===== config.mk =====
export PLATFORM = sky130hd
export DESIGN_NAME = multi_core_obi_arbiter
export DESIGN_NICKNAME = d
export VERILOG_FILES = /design/src/rtl/multi_core_obi_arbiter.sv
export SDC_FILE = /design/constraint.sdc
export NUM_CORES = 1
export LEC_CHECK = 0
export ABC_AREA = 1
export ABC_CLOCK_PERIOD_IN_PS = 2370
export CAP_MARGIN = 25
export CORE_AREA = 2 2 111 113
export CTS_BUF_LIST = sky130_fd_sc_hd__clkbuf_8
export DETAILED_ROUTE_END_ITERATION = 8
export DIE_AREA = 0 0 113 115
export HOLD_SLACK_MARGIN = 0.1
export PLACE_DENSITY_LB_ADDON = 0.05
export REMOVE_ABC_BUFFERS = 1
export SYNTH_ARGS = -nofsm -noshare
export SYNTH_HDL_FRONTEND = slang
export SYNTH_SLANG_ARGS = --single-unit

===== constraint.sdc =====
create_clock -name clk_i -period 2.37 [get_ports clk_i]
set_input_delay 0.3555 -clock clk_i [delete_from_list [all_inputs] [get_ports clk_i]]
set_output_delay 0.3555 -clock clk_i [all_outputs]
set_load 0.03 [all_outputs]

===== src/rtl/multi_core_obi_arbiter.sv =====
// Round-robin arbiter that merges NUM_CORES OBI requestors onto one downstream OBI port.
// Responses are routed back in order through a small FIFO of granted core indices.
module multi_core_obi_arbiter #(
    parameter  int NUM_CORES       = 2,
    parameter  int ADDR_W          = 32,
    parameter  int DATA_W          = 32,
    parameter  int MAX_OUTSTANDING = 4,
    localparam int BE_W            = DATA_W / 8,
    localparam int CNT_W           = $clog2(MAX_OUTSTANDING + 1)
) (
    input  logic                        clk_i,
    input  logic                        rst_ni,
    input  logic [NUM_CORES-1:0]        s_req_i,
    output logic [NUM_CORES-1:0]        s_gnt_o,
    input  logic [NUM_CORES-1:0]        s_we_i,
    input  logic [NUM_CORES*BE_W-1:0]   s_be_i,
    input  logic [NUM_CORES*ADDR_W-1:0] s_addr_i,
    input  logic [NUM_CORES*DATA_W-1:0] s_wdata_i,
    output logic [NUM_CORES-1:0]        s_rvalid_o,
    output logic [DATA_W-1:0]           s_rdata_o,
    output logic                        m_req_o,
    input  logic                        m_gnt_i,
    output logic                        m_we_o,
    output logic [BE_W-1:0]             m_be_o,
    output logic [ADDR_W-1:0]           m_addr_o,
    output logic [DATA_W-1:0]           m_wdata_o,
    input  logic                        m_rvalid_i,
    input  logic [DATA_W-1:0]           m_rdata_i,
    output logic                        err_o,
    output logic [CNT_W-1:0]            outstanding_o
);

    localparam int IDX_W = (NUM_CORES > 1) ? $clog2(NUM_CORES) : 1;
    localparam int PTR_W = (MAX_OUTSTANDING > 1) ? $clog2(MAX_OUTSTANDING) : 1;

    logic [IDX_W-1:0]  rr_ptr_reg;
    logic              lock_valid_reg;
    logic [IDX_W-1:0]  lock_idx_reg;
    logic [IDX_W-1:0]  fifo_mem [MAX_OUTSTANDING];
    logic [PTR_W-1:0]  wr_ptr_reg;
    logic [PTR_W-1:0]  rd_ptr_reg;
    logic [CNT_W-1:0]  count_reg;
    logic              err_reg;

    logic [ADDR_W-1:0] core_addr  [NUM_CORES];
    logic [DATA_W-1:0] core_wdata [NUM_CORES];
    logic [BE_W-1:0]   core_be    [NUM_CORES];
    logic [NUM_CORES-1:0] above_ptr;
    logic [NUM_CORES-1:0] masked_req;

    logic [IDX_W-1:0]  rr_pick;
    logic              rr_found;
    logic [IDX_W-1:0]  low_pick;
    logic [IDX_W-1:0]  winner;
    logic [IDX_W-1:0]  winner_next;
    logic [IDX_W-1:0]  head_idx;
    logic [PTR_W-1:0]  wr_ptr_next;
    logic [PTR_W-1:0]  rd_ptr_next;
    logic              any_req;
    logic              fifo_full;
    logic              fifo_empty;
    logic              handshake;
    logic              pop;

    generate
        for (genvar gi = 0; gi < NUM_CORES; gi++) begin : g_core
            assign core_addr[gi]  = s_addr_i[gi*ADDR_W +: ADDR_W];
            assign core_wdata[gi] = s_wdata_i[gi*DATA_W +: DATA_W];
            assign core_be[gi]    = s_be_i[gi*BE_W +: BE_W];
            assign above_ptr[gi]  = (gi >= int'(rr_ptr_reg));
            assign s_gnt_o[gi]    = handshake && (winner == IDX_W'(gi));
            assign s_rvalid_o[gi] = pop && (head_idx == IDX_W'(gi));
        end
    endgenerate

    // Two-pass search: first the requestors at or above rr_ptr, then wrap to the lowest index.
    assign masked_req = s_req_i & above_ptr;
    always_comb begin
        rr_pick  = '0;
        rr_found = 1'b0;
        low_pick = '0;
        for (int i = NUM_CORES - 1; i >= 0; i--) begin
            if (masked_req[i]) begin
                rr_pick  = IDX_W'(i);
                rr_found = 1'b1;
            end
            if (s_req_i[i]) begin
                low_pick = IDX_W'(i);
            end
        end
    end

    assign winner      = lock_valid_reg ? lock_idx_reg : (rr_found ? rr_pick : low_pick);
    assign winner_next = (winner == IDX_W'(NUM_CORES - 1)) ? '0 : winner + IDX_W'(1);

    assign any_req    = |s_req_i;
    assign fifo_full  = (count_reg == CNT_W'(MAX_OUTSTANDING));
    assign fifo_empty = (count_reg == '0);

    // Reset gating keeps every handshake output quiet while rst_ni is low.
    assign m_req_o   = rst_ni && any_req && !fifo_full;
    assign handshake = m_req_o && m_gnt_i;
    assign pop       = rst_ni && m_rvalid_i && !fifo_empty;
    assign head_idx  = fifo_mem[rd_ptr_reg];

    assign m_we_o    = m_req_o ? s_we_i[winner]     : 1'b0;
    assign m_be_o    = m_req_o ? core_be[winner]    : '0;
    assign m_addr_o  = m_req_o ? core_addr[winner]  : '0;
    assign m_wdata_o = m_req_o ? core_wdata[winner] : '0;

    assign s_rdata_o     = m_rdata_i;
    assign err_o         = err_reg;
    assign outstanding_o = count_reg;

    assign wr_ptr_next = (wr_ptr_reg == PTR_W'(MAX_OUTSTANDING - 1)) ? '0 : wr_ptr_reg + PTR_W'(1);
    assign rd_ptr_next = (rd_ptr_reg == PTR_W'(MAX_OUTSTANDING - 1)) ? '0 : rd_ptr_reg + PTR_W'(1);

    always_ff @(posedge clk_i) begin
        if (!rst_ni) begin
            rr_ptr_reg     <= '0;
            lock_valid_reg <= 1'b0;
            lock_idx_reg   <= '0;
            wr_ptr_reg     <= '0;
            rd_ptr_reg     <= '0;
            count_reg      <= '0;
            err_reg        <= 1'b0;
        end else begin
            if (handshake) begin
                lock_valid_reg <= 1'b0;
                rr_ptr_reg     <= winner_next;
                wr_ptr_reg     <= wr_ptr_next;
            end else if (m_req_o) begin
                lock_valid_reg <= 1'b1;
                lock_idx_reg   <= winner;
            end
            if (pop) begin
                rd_ptr_reg <= rd_ptr_next;
            end
            case ({handshake, pop})
                2'b10:   count_reg <= count_reg + CNT_W'(1);
                2'b01:   count_reg <= count_reg - CNT_W'(1);
                default: count_reg <= count_reg;
            endcase
            if (m_rvalid_i && fifo_empty) begin
                err_reg <= 1'b1;
            end
        end
    end

    always_ff @(posedge clk_i) begin
        if (handshake) begin
            fifo_mem[wr_ptr_reg] <= winner;
        end
    end

endmodule

==> results.py, run 1 <==
metrics = {
    "status": {
        "status": "finished, violations left",
        "violations": "design-rule violations",
    },
    "yosys": {
        "synthTopCellsByArea": "nor2_1, o21ai_0, dfxtp_1, buf_4, edfxtp_1",
        "synth.yosys.seq_area_share_pct": 18.0,
        "synth_top_area_cell": "nor2_1",
        "synth_area_um2": 2120,
        "syn_area_per_cell_um2": 5.63,
        "ys_warn_count": 0,
        "synthCells": 376,
        "synth_top_cell_area_share_pct": 28.2,
        "ys_ff_latch": 17,
        "yosys.cell_types.count": 22,
    },
    "cts": {
        "tritoncts": "built",
        "clk_latency_ps": 250,
        "cts_resized": 0,
        "numCtsBuffers": 3,
        "h-tree-depth": 1,
        "cts_sinks": 17,
        "clockBufferDepth": 2,
        "cts_hold_buf": 0,
        "clk_pin_slew_ps": 70,
        "root_buffer": "clkbuf_8",
        "cts_setup_buffers": 0,
    },
    "global_routing": {
        "grt_pass1_wl_mm": 16.2,
        "grt_max_degree": 76,
        "grt_pass1_vias": 2877,
        "antenna_found_initial": 0,
        "grt.total_usage_pct": 16.1,
        "overflow": 0,
    },
    "floorplanning": {
        "rows": 40,
        "start_util_pct": 17.9,
        "die_x_um": 113,
        "die_area_um2": 13000,
        "core_area_um2": 11800,
        "ios": 286,
        "die_y_um": 115,
    },
    "critical_path": {
        "crit_required_ps": 2010,
        "endpoint_kind": "output port",
        "critPathKind": "in2out",
        "cp.arrival_ps": 1850,
        "reg2reg_depth": 12,
        "crit_fanout": 31,
        "crit_path_start_kind": "input pin",
    },
    "power": {
        "power_switching_mw": 0.675,
        "power_frac_comb_pct": 65.0,
        "leakage_nw": 1.92,
        "pwr_density_cell_nw_per_um2": 383,
        "pwr-share-clk_pct": 13.9,
        "p_sw_share_pct": 42.5,
        "ir_drop_mv": 0.155,
        "intPower_mw": 0.915,
        "seqPwrFrac_pct": 21.2,
    },
    "flow_run": {
        "maxCapViolations": 0,
    },
    "detailed_routing": {
        "antenna_left": 0,
        "via_per_inst": 4.23,
        "routedWlPerCell_um": 16.8,
        "wl_mm": 11.8,
        "drt_first_iter_violations": 118,
        "drcViolationCount": 3,
        "dr.pass1.iters": 7,
        "vias": 2982,
    },
    "timing": {
        "rsz0062_at_grt": "no",
        "finalSetupViolations": 0,
        "min_period_ps": 2200,
        "worst_pin_slew_ps": 318,
        "skew_ps": 2.75,
        "slew_violations": 0,
        "slew_headroom_pct": 78.8,
        "setup-tns-final_ps": 0,
        "period_share_pct": 92.9,
        "hold_viol": 0,
        "fmax_ghz": 0.454,
        "finalHoldWorstSlack_ps": 464,
    },
    "place": {
        "placed_cell_area_um2": 4060,
        "dp.cells": 699,
        "gp_congestion": 0.779,
        "dpl.hpwl_mm": 9.24,
        "portBuffers": 221,
    },
    "cells_and_area": {
        "drive_gt1_share_pct": 17.7,
        "fin_area_um2": 4160,
        "final_nets": 742,
        "syn2layout_area_growth_pct": 96.3,
        "final_cells": 705,
        "n_antenna_cell": 0,
    },
    "hold_path": {
        "holdPathStages": 2,
        "hold_class": "reg2reg",
    },
}
==> final cells by class <==
| class | count | area [um^2] |
|---|---|---|
| flip-flops and latches | 17 | 380 |
| inverters | 22 | 82.6 |
| well taps | 147 | 184 |
| repair buffers | 234 | 2210 |
| multi-input cells | 281 | 1250 |
| clock inverters | 1 | 5.00 |
| fillers | 1315 | 7650 |
| clock buffers | 3 | 41.3 |
==> power groups by stage <==
stage / sequential (mW) / combinational (mW) / clock [mW]
after floorplan: 0.356 / 0.461 / 0
after global placement: 0.342 / 1.02 / 0
after detailed placement: 0.343 / 1.02 / 0
after CTS: 0.337 / 1.02 / 0.233
after global routing: 0.341 / 1.12 / 0.245
final: 0.336 / 1.03 / 0.221
==> cells in the mapped netlist, drive strengths merged <==
cell type,instances
nand2,25
nand3,6
a21oi,5
clkbuf,5
buf,51
and2,1
o211ai,1
ha,6
o21ai,72
edfxtp,4
fa,1
inv,22
nand4,1
or2,1
dfxtp,13
nor2,162
==> metrics by stage <==
step / worst slack (ps) / utilization (%) / total power, mW
2_1_floorplan: -507 / - / 0.817
3_3_place_gp: 52.4 / 34.3 / 1.36
3_5_place_dp: 31.4 / 34.3 / 1.36
4_1_cts: 8.08 / 34.7 / 1.59
5_1_grt: 5.87 / 35.2 / 1.71
6_report: 168 / 35.2 / 1.59
==> logic make-up after synthesis <==
kind of cell / Yosys count / synth area share [%]
AND/OR/NAND/NOR: 196 / 35.9
buffers and inverters: 78 / 23.1
AO/OA/AOI/OAI: 78 / 18.5
adder cells (fa/ha/maj): 7 / 4.49
flip-flops: 17 / 18.0
==> worst max-delay path: stages <==
cell and delay (ps):
clkdlybuf4s50_1 490, nand2_1 70, nand2_1 70, nand2_2 110
inv_2 120, buf_6 260, nor2_1 70, nor2_1 120
buf_4 180
==> final timing paths <==
check,slack (ps),end,from
worst min register to register,460,err_o$_SDFFE_PN0P_,err_o$_SDFFE_PN0P_
worst max-delay path,170,m_we_o,s_req_i[0]
worst max register to register,430,outstanding_o[2]$_SDFFE_PN0P_,outstanding_o[2]$_SDFFE_PN0P_
worst min-delay path,460,err_o$_SDFFE_PN0P_,err_o$_SDFFE_PN0P_
==> layer usage <==
layer / global-route usage, % / wire length (um) / up-vias
li1: - / - / 1514
met5: 3.33 / 64 / -
met3: 11.2 / 1690 / 8
met4: 2.20 / 110 / 2
met1: 17.2 / 4370 / 1297
met2: 26.6 / 5570 / 161
==> cell usage in the layout (no fill, tap or decap), drive strengths merged <==
cell and n:
a21oi 5, or2 1, inv 22, nand4 1, nand3 6, clkinv 1
dfxtp 13, o21ai 72, ha 6, clkdlybuf4s50 147, edfxtp 4, nor2 162
nand2 25, fa 1, buf 85, o211ai 1, clkbuf 5, and2 1
Note: power is estimated with default switching activity, not from simulation.
==> run 2, diff against run 1 <==
--- a/config.mk
+++ b/config.mk
@@ -13,7 +13,7 @@
 export DETAILED_ROUTE_END_ITERATION = 8
 export DIE_AREA = 0 0 113 115
 export HOLD_SLACK_MARGIN = 0.1
-export PLACE_DENSITY_LB_ADDON = 0.05
+export PLACE_DENSITY_LB_ADDON = 0.08
 export REMOVE_ABC_BUFFERS = 1
 export SYNTH_ARGS = -nofsm -noshare
 export SYNTH_HDL_FRONTEND = slang
==> results.py, run 2 (synthesis gave the netlist of run 1 again) <==
metrics = {
    "critical_path": {
        "reg2reg_depth": 12,
        "crit_required_ps": 2010,
        "r2r_end": "outstanding_o[2]$_SDFFE_PN0P_",
        "cp_slowest_stage_delay_ps": 500,
        "critPathKind": "in2out",
        "crit_fanout": 36,
        "r2r-start": "outstanding_o[2]$_SDFFE_PN0P_",
        "cp.arrival_ps": 1910,
        "endpoint_kind": "output port",
        "r2r_slack_ps": 430,
        "crit_path_start_kind": "input pin",
        "crit_path_top_delay_cell": "clkdlybuf4s50_1",
        "crit_start": "rst_ni",
        "path_cells": "clkdlybuf4s50_1, inv_2, nor2_2, and2_4, buf_12, o21ai_0, nor2_1, buf_4",
    },
    "global_routing": {
        "grt.total_usage_pct": 16.8,
        "grt_max_degree": 76,
        "grt_pass1_wl_mm": 16.6,
        "grt_pass1_vias": 2979,
        "antenna_found_initial": 0,
        "overflow": 0,
    },
    "cts": {
        "root_buffer": "clkbuf_8",
        "cts_setup_buffers": 0,
        "cts_resized": 0,
        "h-tree-depth": 1,
        "tritoncts": "built",
        "cts_hold_buf": 0,
        "cts_sinks": 17,
        "clockBufferDepth": 2,
        "clk_pin_slew_ps": 70,
        "clk_latency_ps": 250,
        "numCtsBuffers": 3,
    },
    "timing": {
        "period_share_pct": 95.7,
        "skew_ps": 4.85,
        "fmax_ghz": 0.441,
        "hold_viol": 0,
        "finalHoldWorstSlack_ps": 450,
        "worst_pin_slew_ps": 311,
        "min_period_ps": 2270,
        "slew_headroom_pct": 79.2,
        "rsz0062_at_grt": "yes",
        "slew_violations": 0,
        "finalSetupViolations": 0,
    },
    "detailed_routing": {
        "via_per_inst": 4.16,
        "vias": 2931,
        "drt_first_iter_violations": 115,
        "drcViolationCount": 3,
        "dr.pass1.iters": 8,
        "routedWlPerCell_um": 16.8,
        "wl_mm": 11.9,
        "antenna_left": 0,
    },
    "floorplanning": {
        "die_area_um2": 13000,
        "rows": 40,
        "die_y_um": 115,
        "start_util_pct": 17.9,
        "die_x_um": 113,
        "ios": 286,
        "core_area_um2": 11800,
    },
    "cells_and_area": {
        "final_cell_mix": "nor2_1, clkdlybuf4s50_1, buf_4, o21ai_0, nand2_1",
        "multi_input_area_um2": 1250,
        "n_antenna_cell": 0,
        "regArea_um2": 380,
        "syn2layout_area_growth_pct": 99.2,
        "final_nets": 742,
        "fin_area_um2": 4220,
        "drive_gt1_share_pct": 17.7,
        "n_fill_cell": 1315,
        "final_common_cell": "nor2_1",
    },
    "power": {
        "ir_drop_mv": 0.128,
        "pwr_density_cell_nw_per_um2": 379,
        "leakage_nw": 1.93,
    },
    "hold_path": {
        "holdPathStages": 2,
        "hold_class": "reg2reg",
        "min_from": "err_o$_SDFFE_PN0P_",
        "hold_path_end": "err_o$_SDFFE_PN0P_",
    },
    "status": {
        "status": "finished, violations left",
        "violations": "design-rule violations",
    },
    "flow_run": {
        "maxCapViolations": 0,
    },
    "place": {
        "dpl.hpwl_mm": 9.96,
        "placed_cell_area_um2": 4170,
        "gp_congestion": 0.827,
        "portBuffers": 221,
    },
}
[run 2: through the flow]
stage | power (mW) | setup slack, ps | cells | TNS [ps] | utilization (%)
floorplan | 0.817 | -507 | 320 | -33860 | -
global placement | 1.40 | 56.7 | 701 | 0 | 35.3
detailed placement | 1.40 | 58.2 | 701 | 0 | 35.3
CTS | 1.63 | 43.6 | 705 | 0 | 35.7
global route | 1.71 | -0.512 | 705 | -0.512 | 35.7
finish | 1.60 | 101 | 705 | 0 | 35.7
[run 2: area by class of cell]
cell class	count	area share, %
inverters	22	1.96
repair buffers	234	53.9
well taps	147	4.36
multi-input cells	281	29.7
clock buffers	3	0.978
clock inverters	1	0.0889
flip-flops and latches	17	9.01
[run 2: worst max-delay path by stage]
stage	slack, ps	endpoint	cells past startpoint
floorplan	-510	m_addr_o[0]	5
global placement	60	m_addr_o[26]	8
detailed placement	60	m_addr_o[12]	8
CTS	40	m_wdata_o[16]	8
global route	-0.5	m_addr_o[12]	8
finish	100	m_addr_o[12]	8
[run 2: power by group]
part           internal (mW)  switching, mW  leakage (nW)
clock network          0.115         0.0996        0.0269
logic                  0.497          0.550          1.76
registers              0.320         0.0170         0.143
[run 2: routing by layer]
metal	global-route usage, %	wire length (um)	vias to the layer above
li1	-	-	1513
met1	19.1	4580	1259
met2	28.0	5710	151
met3	10.0	1450	6
met4	1.87	56	2
met5	2.96	51	-
[run 2: worst max-delay path, delay by kind of cell]
kind	cells	cell delay [ps]
buffers and inverters	4	930
and+or+nand+nor	3	500
AOI/OAI and AO/OA	1	110
==> run 3, diff against run 2 <==
--- a/config.mk
+++ b/config.mk
@@ -14,7 +14,6 @@
 export DIE_AREA = 0 0 113 115
 export HOLD_SLACK_MARGIN = 0.1
 export PLACE_DENSITY_LB_ADDON = 0.08
-export REMOVE_ABC_BUFFERS = 1
 export SYNTH_ARGS = -nofsm -noshare
 export SYNTH_HDL_FRONTEND = slang
 export SYNTH_SLANG_ARGS = --single-unit
==> results.py, run 3 (synthesis gave the netlist of run 1 again) <==
metrics = {
    "detailed_routing": {
        "antenna_left": 0,
        "vias": 2962,
        "via_per_inst": 4.17,
        "routedWlPerCell_um": 15.2,
        "drt_first_iter_violations": 151,
        "wl_mm": 10.8,
        "dr.pass1.iters": 6,
        "drcViolationCount": 20,
    },
    "critical_path": {
        "crit_path_frequent_cell": "buf_12",
        "r2r-start": "outstanding_o[2]$_SDFFE_PN0P_",
        "r2r_slack_ps": 410,
        "crit_path_top_delay_cell": "clkdlybuf4s50_1",
        "crit_path_start_kind": "input pin",
        "reg2reg_depth": 12,
        "crit_required_ps": 2010,
        "cp.arrival_ps": 1910,
        "path_cells": "clkdlybuf4s50_1, inv_2, nor2_2, and2_4, buf_12, o21ai_0, nor2_1, buf_12",
        "critPathKind": "in2out",
        "critPathBufInv": 4,
        "r2r_end": "outstanding_o[2]$_SDFFE_PN0P_",
        "cp_slowest_stage_delay_ps": 500,
        "endpoint_kind": "output port",
        "critPathTopFamily": "buffers and inverters",
        "crit_fanout": 29,
    },
    "cells_and_area": {
        "regArea_um2": 380,
        "multi_input_area_um2": 1260,
        "final_nets": 748,
        "final_cells": 711,
        "final_cell_mix": "nor2_1, clkdlybuf4s50_1, buf_4, o21ai_0, nand2_1",
        "drive_gt1_share_pct": 18.6,
        "n_fill_cell": 1283,
        "final_common_cell": "nor2_1",
        "syn2layout_area_growth_pct": 103,
        "n_antenna_cell": 0,
    },
    "timing": {
        "rsz0062_at_grt": "yes",
        "fmax_ghz": 0.442,
        "finalHoldWorstSlack_ps": 451,
        "slew_violations": 0,
        "hold_viol": 0,
        "period_share_pct": 95.5,
        "setup_slack_ps": 106,
        "skew_ps": 3.08,
        "min_period_ps": 2260,
        "worst_pin_slew_ps": 321,
        "finalSetupViolations": 0,
        "setup-tns-final_ps": 0,
        "slew_headroom_pct": 78.6,
    },
    "floorplanning": {
        "die_x_um": 113,
        "ios": 286,
        "die_area_um2": 13000,
        "rows": 40,
        "core_area_um2": 11800,
        "start_util_pct": 17.9,
        "die_y_um": 115,
    },
    "cts": {
        "clk_pin_slew_ps": 70,
        "tritoncts": "built",
        "cts_sinks": 17,
        "cts_hold_buf": 0,
        "numCtsBuffers": 3,
        "h-tree-depth": 1,
        "root_buffer": "clkbuf_8",
        "clockBufferDepth": 2,
        "clk_latency_ps": 250,
    },
    "global_routing": {
        "grt_pass1_vias": 2707,
        "grt_busiest_layer": "met2",
        "grt.total_usage_pct": 15.2,
        "grt_pass1_wl_mm": 15.6,
        "overflow": 0,
        "grt_max_degree": 57,
        "met1_usage_pct": 19.1,
        "antenna_found_initial": 0,
        "use_met2_pct": 27.3,
        "grt.met3_usage_pct": 3.32,
    },
    "place": {
        "portBuffers": 221,
        "gp_congestion": 0.809,
        "dp_slack_ps": 53.7,
        "dpl.hpwl_mm": 8.92,
        "dp.cells": 707,
    },
    "hold_path": {
        "hold_class": "reg2reg",
        "min_from": "err_o$_SDFFE_PN0P_",
        "hold_path_end": "err_o$_SDFFE_PN0P_",
        "holdPathStages": 2,
    },
    "status": {
        "violations": "design-rule violations",
        "status": "finished, violations left",
    },
    "power": {
        "p_sw_share_pct": 41.6,
        "intPower_mw": 0.951,
        "seqPwrFrac_pct": 20.7,
        "power_frac_comb_pct": 66.0,
        "power_switching_mw": 0.676,
        "leakage_nw": 1.97,
        "pwr_density_cell_nw_per_um2": 378,
        "pwr-share-clk_pct": 13.4,
        "ir_drop_mv": 0.304,
    },
    "yosys": {
        "syn_nets": 559,
    },
    "flow_run": {
        "maxCapViolations": 0,
    },
}
==> run 3: per-stage QoR <==
step / util (%) / cell area, um^2 / power (mW)
final: 36.5 / 4310 / 1.63
after global routing: 36.5 / 4310 / 1.74
after CTS: 36.3 / 4290 / 1.64
after detailed placement: 35.9 / 4240 / 1.42
after global placement: 35.9 / 4240 / 1.42
after floorplan: - / 2120 / 0.960
==> run 3: per-layer routing <==
metal / routed length [um] / vias up / part of all wire (%)
li1: - / 1522 / -
met3: 938 / 9 / 8.7
met5: 0 / - / 0
met4: 99 / 0 / 0.92
met1: 4130 / 1303 / 38
met2: 5620 / 128 / 52
==> run 3: final cells by class <==
type                            count  area share (%)
Clock buffer                        3           0.958
Clock inverter                      1          0.0871
Inverter                           22            2.09
Multi-Input combinational cell    281            29.2
Sequential cell                    17            8.82
Tap cell                          147            4.27
Timing Repair Buffer              240            54.6
==> run 3: worst max-delay path by stage <==
stage	startpoint	endpoint	cells past startpoint
6_report	rst_ni	m_addr_o[27]	8
5_1_grt	rst_ni	m_addr_o[24]	8
4_1_cts	rst_ni	m_addr_o[27]	8
3_5_place_dp	rst_ni	m_addr_o[27]	8
3_3_place_gp	m_rvalid_i	outstanding_o[2]$_SDFFE_PN0P_	11
2_1_floorplan	outstanding_o[1]$_SDFFE_PN0P_	outstanding_o[2]$_SDFFE_PN0P_	12
==> run 3: timing repair <==
item,CTS,global route
buffers inserted,0,0
gates resized for setup,0,7
endpoints found under the setup margin,0,27
==> run 3: tightest hold or removal path: stages (launching register included) <==
cell     delay [ps]
dfxtp_1         310
inv_1            40
a21oi_1          50
==> run 3: power by group through the flow <==
stage / sequential [mW] / clock [mW] / combinational, mW
2_1_floorplan: 0.355 / 0 / 0.604
3_3_place_gp: 0.343 / 0 / 1.07
3_5_place_dp: 0.343 / 0 / 1.07
4_1_cts: 0.337 / 0.228 / 1.08
5_1_grt: 0.340 / 0.237 / 1.16
6_report: 0.337 / 0.218 / 1.07
